--- config.mk ---
export PLATFORM = sky130hd
export DESIGN_NAME = legv8_regfile_wb
export DESIGN_NICKNAME = d
export VERILOG_FILES = /design/src/rtl/legv8_pkg.sv /design/src/rtl/legv8_scoreboard.sv /design/src/rtl/legv8_regfile_wb.sv
export SDC_FILE = /design/constraint.sdc
export NUM_CORES = 2
export LEC_CHECK = 0
export CAP_MARGIN = 30
export CORE_ASPECT_RATIO = 2
export CORE_MARGIN = 2
export CORE_UTILIZATION = 45
export CTS_CLUSTER_DIAMETER = 60
export CTS_CLUSTER_SIZE = 20
export DETAILED_ROUTE_END_ITERATION = 10
export SLEW_MARGIN = 20
export SYNTH_ARGS = -nofsm -noshare
export SYNTH_HDL_FRONTEND = slang
export SYNTH_SLANG_ARGS = --single-unit
--- constraint.sdc ---
create_clock -name clk -period 3.75 [get_ports clk]
set_input_delay 0.5625 -clock clk [delete_from_list [all_inputs] [get_ports clk]]
set_output_delay 0.5625 -clock clk [all_outputs]
set_load 0.03 [all_outputs]
--- src/rtl/legv8_pkg.sv ---
`default_nettype none
// +--------------------------------------------------------------------+
// | legv8_pkg : shared constants and types for the LEGv8 register file |
// | Rev 1.0                                                            |
// +--------------------------------------------------------------------+
package legv8_pkg;

  localparam int DATA_W   = 64;
  localparam int ADDR_W   = 5;
  localparam int NUM_REGS = 32;
  localparam int XZR_IDX  = 31;

  typedef logic [ADDR_W-1:0] reg_addr_t;
  typedef logic [DATA_W-1:0] reg_data_t;

endpackage
`default_nettype wire

--- src/rtl/legv8_scoreboard.sv ---
`default_nettype none
// +--------------------------------------------------------------------+
// | legv8_scoreboard : pending-write busy vector with two lookups      |
// | Rev 1.0                                                            |
// +--------------------------------------------------------------------+
module legv8_scoreboard #(
  parameter int ADDR_W   = legv8_pkg::ADDR_W,
  parameter int NUM_REGS = legv8_pkg::NUM_REGS
) (
  input  logic              clk,
  input  logic              reset,
  input  logic              issue_valid,
  input  logic [ADDR_W-1:0] issue_reg,
  input  logic              reg_write,
  input  logic [ADDR_W-1:0] write_reg,
  input  logic [ADDR_W-1:0] read_reg1,
  input  logic [ADDR_W-1:0] read_reg2,
  output logic              busy1,
  output logic              busy2
);

  // The top entry is XZR and never holds a pending producer.
  logic [NUM_REGS-2:0] r_busy;
  logic [NUM_REGS-1:0] w_busy_vec;

  always_ff @(posedge clk) begin
    if (reset) begin
      r_busy <= '0;
    end else begin
      for (int i = 0; i < NUM_REGS - 1; i++) begin
        if (issue_valid && (issue_reg == i[ADDR_W-1:0])) begin
          r_busy[i] <= 1'b1;
        end else if (reg_write && (write_reg == i[ADDR_W-1:0])) begin
          r_busy[i] <= 1'b0;
        end
      end
    end
  end

  assign w_busy_vec = {1'b0, r_busy};
  assign busy1      = w_busy_vec[read_reg1];
  assign busy2      = w_busy_vec[read_reg2];

endmodule
`default_nettype wire

--- src/rtl/legv8_regfile_wb.sv ---
`default_nettype none
// +--------------------------------------------------------------------+
// | legv8_regfile_wb : LEGv8 register file, write-back port, scoreboard |
// | Optional macro REGFILE_WB_BYPASS_EN enables write-first forwarding. |
// | Rev 1.0                                                            |
// +--------------------------------------------------------------------+
module legv8_regfile_wb #(
  parameter int DATA_W   = legv8_pkg::DATA_W,
  parameter int ADDR_W   = legv8_pkg::ADDR_W,
  parameter int NUM_REGS = legv8_pkg::NUM_REGS
) (
  input  logic              clk,
  input  logic              reset,
  input  logic [ADDR_W-1:0] read_reg1,
  input  logic [ADDR_W-1:0] read_reg2,
  output logic [DATA_W-1:0] read_data1,
  output logic [DATA_W-1:0] read_data2,
  input  logic              reg_write,
  input  logic [ADDR_W-1:0] write_reg,
  input  logic [DATA_W-1:0] write_data,
  input  logic              issue_valid,
  input  logic [ADDR_W-1:0] issue_reg,
  output logic              busy1,
  output logic              busy2,
  output logic              hazard
);

  import legv8_pkg::*;

  localparam logic [ADDR_W-1:0] c_xzr = ADDR_W'(NUM_REGS - 1);

  logic [DATA_W-1:0] r_regs [NUM_REGS];
  logic              w_sb_busy1;
  logic              w_sb_busy2;
  logic              w_wr_en;

  assign w_wr_en = reg_write && (write_reg != c_xzr);

  always_ff @(posedge clk) begin
    if (reset) begin
      for (int i = 0; i < NUM_REGS; i++) begin
        r_regs[i] <= '0;
      end
    end else if (w_wr_en) begin
      r_regs[write_reg] <= write_data;
    end
  end

  legv8_scoreboard #(
    .ADDR_W   (ADDR_W),
    .NUM_REGS (NUM_REGS)
  ) u_scoreboard (
    .clk         (clk),
    .reset       (reset),
    .issue_valid (issue_valid),
    .issue_reg   (issue_reg),
    .reg_write   (w_wr_en),
    .write_reg   (write_reg),
    .read_reg1   (read_reg1),
    .read_reg2   (read_reg2),
    .busy1       (w_sb_busy1),
    .busy2       (w_sb_busy2)
  );

`ifdef REGFILE_WB_BYPASS_EN
  logic w_fwd1;
  logic w_fwd2;
  logic w_reissue;

  // A same-cycle reissue of the written register keeps it pending.
  assign w_fwd1    = w_wr_en && (write_reg == read_reg1);
  assign w_fwd2    = w_wr_en && (write_reg == read_reg2);
  assign w_reissue = issue_valid && (issue_reg == write_reg);

  assign read_data1 = (read_reg1 == c_xzr) ? '0 : (w_fwd1 ? write_data : r_regs[read_reg1]);
  assign read_data2 = (read_reg2 == c_xzr) ? '0 : (w_fwd2 ? write_data : r_regs[read_reg2]);
  assign busy1      = w_sb_busy1 && !(w_fwd1 && !w_reissue);
  assign busy2      = w_sb_busy2 && !(w_fwd2 && !w_reissue);
`else
  assign read_data1 = (read_reg1 == c_xzr) ? '0 : r_regs[read_reg1];
  assign read_data2 = (read_reg2 == c_xzr) ? '0 : r_regs[read_reg2];
  assign busy1      = w_sb_busy1;
  assign busy2      = w_sb_busy2;
`endif

  assign hazard = busy1 | busy2;

endmodule
`default_nettype wire

After elaboration in Yosys (flattened, before gate mapping)
Memories as Yosys holds them, arrays and structs flattened.
Index checks and enable logic that the tools add are counted.
Cells by class
  muxes and demuxes: 76
  equal/unequal tests: 63
  magnitude comparators: 2
  bitwise gates (word level): 1
  reductions and logical operators: 97
Operators with widths (number)
  64-bit two-way mux: 3
  5-bit == test (second input constant): 32
  5-bit by 4-bit == test with 1-bit output (second input constant): 16
  1-bit two-way mux: 70
  64-bit OR reduction: 1
  1-bit logical AND: 63
  2-bit nonzero test: 31
  5-bit by 3-bit == test with 1-bit output (second input constant): 8
  5-bit by 2-bit == test with 1-bit output (second input constant): 4
  5-bit by 6-bit < comparator with 1-bit output (second input constant): 2
  1-bit binary-select mux with 5-bit select: 2
  5-bit by 1-bit == test with 1-bit output (second input constant): 2
  5-bit zero test: 2
  5-bit two-way mux: 1
  5-bit inequality test (second input constant): 1
  1-bit bitwise OR: 1
Storage, ports and cells
  register bits: 31
  memories: 1
  output and inout bits: 131
  bits in writable memories: 2048
  input port bits: 88
  word-level logic and storage cells: 271
Memories
  r_regs: depth 32, bits a word 64, read ports 2, clocked after Yosys merged registers in 0, wr ports 32, line legv8_regfile_wb.sv:32  | logic [DATA_W-1:0] r_regs [NUM_REGS];

Longest topological paths before layout
  depth after elaboration: 7
  gate-level depth with buffers: 9
  mapped depth without buffers: 5

Hierarchy
From an unflattened synthesis, not the netlist that was laid out.
Unflattened totals
  cells, all modules: 7394
  area, all modules: 109946.7 um^2
Modules (own cells, without submodules)
  legv8_regfile_wb: instances 1, cells an instance 7165, area each 108077.4 um^2, sequential area each 61499.0 um^2
  legv8_scoreboard: instances 1, cells an instance 229, area each 1869.3 um^2, sequential area each 620.6 um^2

Worst setup path before layout
No wires, ideal clock.
  path kind: input to output
  from: input read_reg2[1]
  to: output hazard
  buffers on the path: 3
  path slack: 0.156 ns
  data arrival time: 3.031 ns
  stages: 8
  data required time: 3.188 ns
  path through: buf_2 -> buf_2 -> buf_1 -> nand3b_1 -> o32ai_1 -> nor4_1 -> nor4_1 -> nand2b_1
Between the ends
  word-level cells in the longest chain between the ends: 3
Ends and longest elaborated chain
  start, declared: line legv8_regfile_wb.sv:15  | input logic [ADDR_W-1:0] read_reg2,
  1-bit binary-select mux with 5-bit select: line legv8_scoreboard.sv:42  | assign busy2 = w_busy_vec[read_reg2];
  1-bit two-way mux (implied by the code): line legv8_scoreboard.sv:42
  via busy2: line legv8_regfile_wb.sv:24  | output logic busy2,
  1-bit bitwise OR: line legv8_regfile_wb.sv:86  | assign hazard = busy1 | busy2;
  end, declared: line legv8_regfile_wb.sv:25  | output logic hazard
The timed path passes the listed nets, and every way through them passes these cells. The select of a mux whose other input is x is not followed.

Worst setup path after layout
  from: input read_reg2[3]
  to: output hazard
Between the ends
  word-level cells in the longest chain between the ends: 3
Ends and longest elaborated chain (line)
  1-bit binary-select mux with 5-bit select: legv8_scoreboard.sv:42
  1-bit two-way mux (implied by the code): legv8_scoreboard.sv:42
  1-bit bitwise OR: legv8_regfile_wb.sv:86
No other way between the ends. The select of a mux whose other input is x is not followed.

==> impl_metrics.tcl <==
set metrics [dict create \
    path_class "input pin to output port" \
    pin_count 219 \
    tightest_slew_ns 1.01 \
    dp_hpwl_mm 243 \
    die_h_um 703 \
    initial_core_util 0.452 \
    async_flop_share 0 \
    total_power_mw 51.1 \
    fmax_ghz 0.275 \
    ys.flop_type "edfxtp_1" \
    wl_per_cell_um 41.2 \
    coreArea_mm2 0.243 \
    p_per_area_mw_per_mm2 414 \
    vias 68500 \
    final_util 0.508 \
    vias_per_cell 6.76 \
    hold_class "input pin to register" \
    place_congestion 0.856 \
    worst-path-max-fanout 18 \
    die-area_mm2 0.248 \
    reg2reg_setup_slack_ns 3.00 \
    startpoint "read_reg2[3]" \
    postCtsSetupBuffers 0 \
    synth_edf_count 2048 \
    reg2reg_to "u_scoreboard.r_busy[8]" \
    root_buffer "clkbuf_16" \
    synth_cell_types 39 \
    synth_commonest_cells "edfxtp_1 (2048), and2_1 (1984), mux4_2 (1227)" \
    syn2layout_area_growth_pct 12.4 \
    synth.area.top_cells "edfxtp_1 (56%), mux4_2 (25%), and2_1 (11%), clkbuf_1 (1.8%), mux2i_1 (1.3%)" \
    cts.clk_slew.worst_paths_ns 0.09 \
    port_buffers 218 \
    timing.final.crit_share 0.969 \
    grt_max_degree 61 \
    leakage_nw 41.8 \
    arrival_ns 3.07 \
    ant_nets 0 \
    clock_path_buffers 4 \
    finalHoldViolCount 0 \
    cpPeakStageDelay_ns 0.69 \
    crit_path_end "hazard" \
    yosys_warnings 0 \
    setup_violations 0 \
    first_iter_violations 9705 \
    ir_drop_v 0.000278 \
    rows 256 \
    drv_slew 0 \
    clk_latency_ns 0.85 \
    synth.most_common_cell "edfxtp_1" \
    fin_crit_ns 3.64 \
    yosys_register_bits 2079 \
    rr_worst_depth 2 \
    routed_wl_mm 417 \
    grt_overflow 0 \
    endpoint_kind "output port" \
    cp_slowest_cell "clkdlybuf4s50_1" \
    syn_area_per_cell_um2 16.4 \
    track_usage 0.335 \
    top_layer "met5" \
    synthCells 6711 \
    met3_length_mm 37.5 \
    met1_length_mm 138 \
    fp.dieW_um 353 \
    cts.sinks 2079 \
    drv_cap 0 \
    seq_area_frac_synth 0.566 \
    path_cells "clkdlybuf4s50_1 -> inv_8 -> buf_12 -> nor3_1 -> nor4_1 -> nor4_2 -> buf_4 -> nand2b_1 -> buf_4" \
    grt_pass1_wl_mm 571 \
    grt_pass1_vias 70000 \
    drc_errors 0 \
    antenna_found_initial 64 \
    drive_above_1_share 0.294 \
    fin_nets 6908 \
    yosysTopAreaCellShare 0.560 \
    cts_buffers 138 \
    first_pass_iters 7 \
    cp-start-kind "input pin" \
    yosysTopAreaCell "edfxtp_1" \
    skew_ns 0 \
    r2r_start "u_scoreboard.r_busy[8]" \
    cp_data_required_time_ns 3.19 \
    slew-limit-headroom 0.325 \
    status "completed" \
    path_common_cell "buf_4" \
    route.met2.wl_mm 212 \
    tritoncts "done" \
    synth_area_mm2 0.110 \
    rsz0062_at_grt "no" \
    htreeDepth 4 \
]
[layout by cell type, fill, tap and decap left out, types with 5 or more instances in the layout]
| master | synthesis | final |
|---|---|---|
| a21o_4 | 0 | 24 |
| a31o_4 | 0 | 7 |
| and2_1 | 1984 | 1984 |
| buf_12 | 0 | 215 |
| buf_4 | 43 | 302 |
| buf_6 | 19 | 8 |
| buf_8 | 0 | 27 |
| bufinv_16 | 0 | 5 |
| clkbuf_1 | 519 | 11 |
| clkbuf_16 | 0 | 143 |
| clkdlybuf4s50_1 | 0 | 78 |
| clkinv_1 | 0 | 12 |
| clkinv_2 | 0 | 7 |
| conb_1 | 1 | 64 |
| dfxtp_1 | 31 | 31 |
| diode_2 | 0 | 35 |
| edfxtp_1 | 2048 | 2048 |
| inv_1 | 99 | 98 |
| mux2i_1 | 138 | 138 |
| mux4_2 | 1227 | 1227 |
| nand2_1 | 102 | 100 |
| nand2b_1 | 9 | 9 |
| nand3_1 | 8 | 8 |
| nor2_1 | 26 | 15 |
| nor2_4 | 0 | 11 |
| nor2b_1 | 9 | 9 |
| nor3_1 | 23 | 5 |
| nor3_2 | 0 | 18 |
| o21a_1 | 63 | 63 |
| o21ai_0 | 23 | 23 |
| o21ai_1 | 64 | 64 |
| o221ai_1 | 64 | 64 |
| o22ai_1 | 9 | 9 |
[routing by layer]
layer | vias to the layer above | track usage
li1 | 26100 | -
met1 | 36500 | 0.398
met2 | 4673 | 0.578
met3 | 1206 | 0.0455
met4 | 26 | 0.208
met5 | - | 0
[cell type report]
class | instances | area [um^2]
Clock inverter | 38 | 369
Inverter | 100 | 385
Sequential cell | 2079 | 62100
Fill cell | 20000 | 119000
Clock buffer | 155 | 3630
Multi-Input combinational cell | 3869 | 44800
Antenna cell | 35 | 87.6
Timing Repair Buffer | 632 | 7880
Tap cell | 3225 | 4040
[metrics by stage]
stage / setup slack (ns) / setup TNS [ns] / cells / instance area, um^2 / hold slack, ns
2_1_floorplan: 0.156 / 0 / 6774 / 110000 / 0.440
3_3_place_gp: -0.0127 / -0.0127 / 9877 / 119000 / 0.463
3_5_place_dp: 0.00106 / 0 / 9881 / 119000 / 0.475
4_1_cts: 0.150 / 0 / 10100 / 123000 / 0.184
5_1_grt: 0.0671 / 0 / 10100 / 123000 / 0.220
6_report: 0.114 / 0 / 10100 / 123000 / 0.257
[how the worst min path moves through the flow]
stage,depth (start not counted),startpoint,to,slack (ns)
after global routing,1,reset,r_regs[31][17],0.22
after CTS,1,reset,r_regs[31][19],0.18
final,1,reset,r_regs[31][17],0.26
after global placement,2,u_scoreboard.r_busy[17],u_scoreboard.r_busy[17],0.46
after floorplan,2,u_scoreboard.r_busy[0],u_scoreboard.r_busy[0],0.44
after detailed placement,2,u_scoreboard.r_busy[11],u_scoreboard.r_busy[11],0.47
[flip-flops by register name (all words and copies together), names as in the netlist]
name	count
r_regs	2048
u_scoreboard.r_busy	31
[worst max-delay path, delay by kind of cell]
| family | cells | cell delay (ns) |
|---|---|---|
| buffers and inverters | 5 | 1.42 |
| AND/OR/NAND/NOR | 4 | 1.05 |
[timing repair]
item | in CTS | in global routing
resized for setup | 1 | 0
hold buffers | 0 | 0
setup endpoints to repair | 1 | 0
[where the power goes]
part           internal (mW)  leakage, nW  switching [mW]  total (mW)
clock                   7.34         1.95            8.32        15.7
sequential              26.8         19.8           0.665        27.4
combinational           3.52         20.1            4.50        8.02
[logic make-up (layout without fill, tap and decap cells)]
group,after synthesis,in the layout,share of synthesized area
simple gates,2174,2174,0.121
flops,2079,2079,0.566
mux,1366,1366,0.264
buf+inv,826,925,0.0320
compound gates,265,265,0.0170
other cells,1,99,0.0000342
No activity file was read; power rests on OpenSTA's default activity.
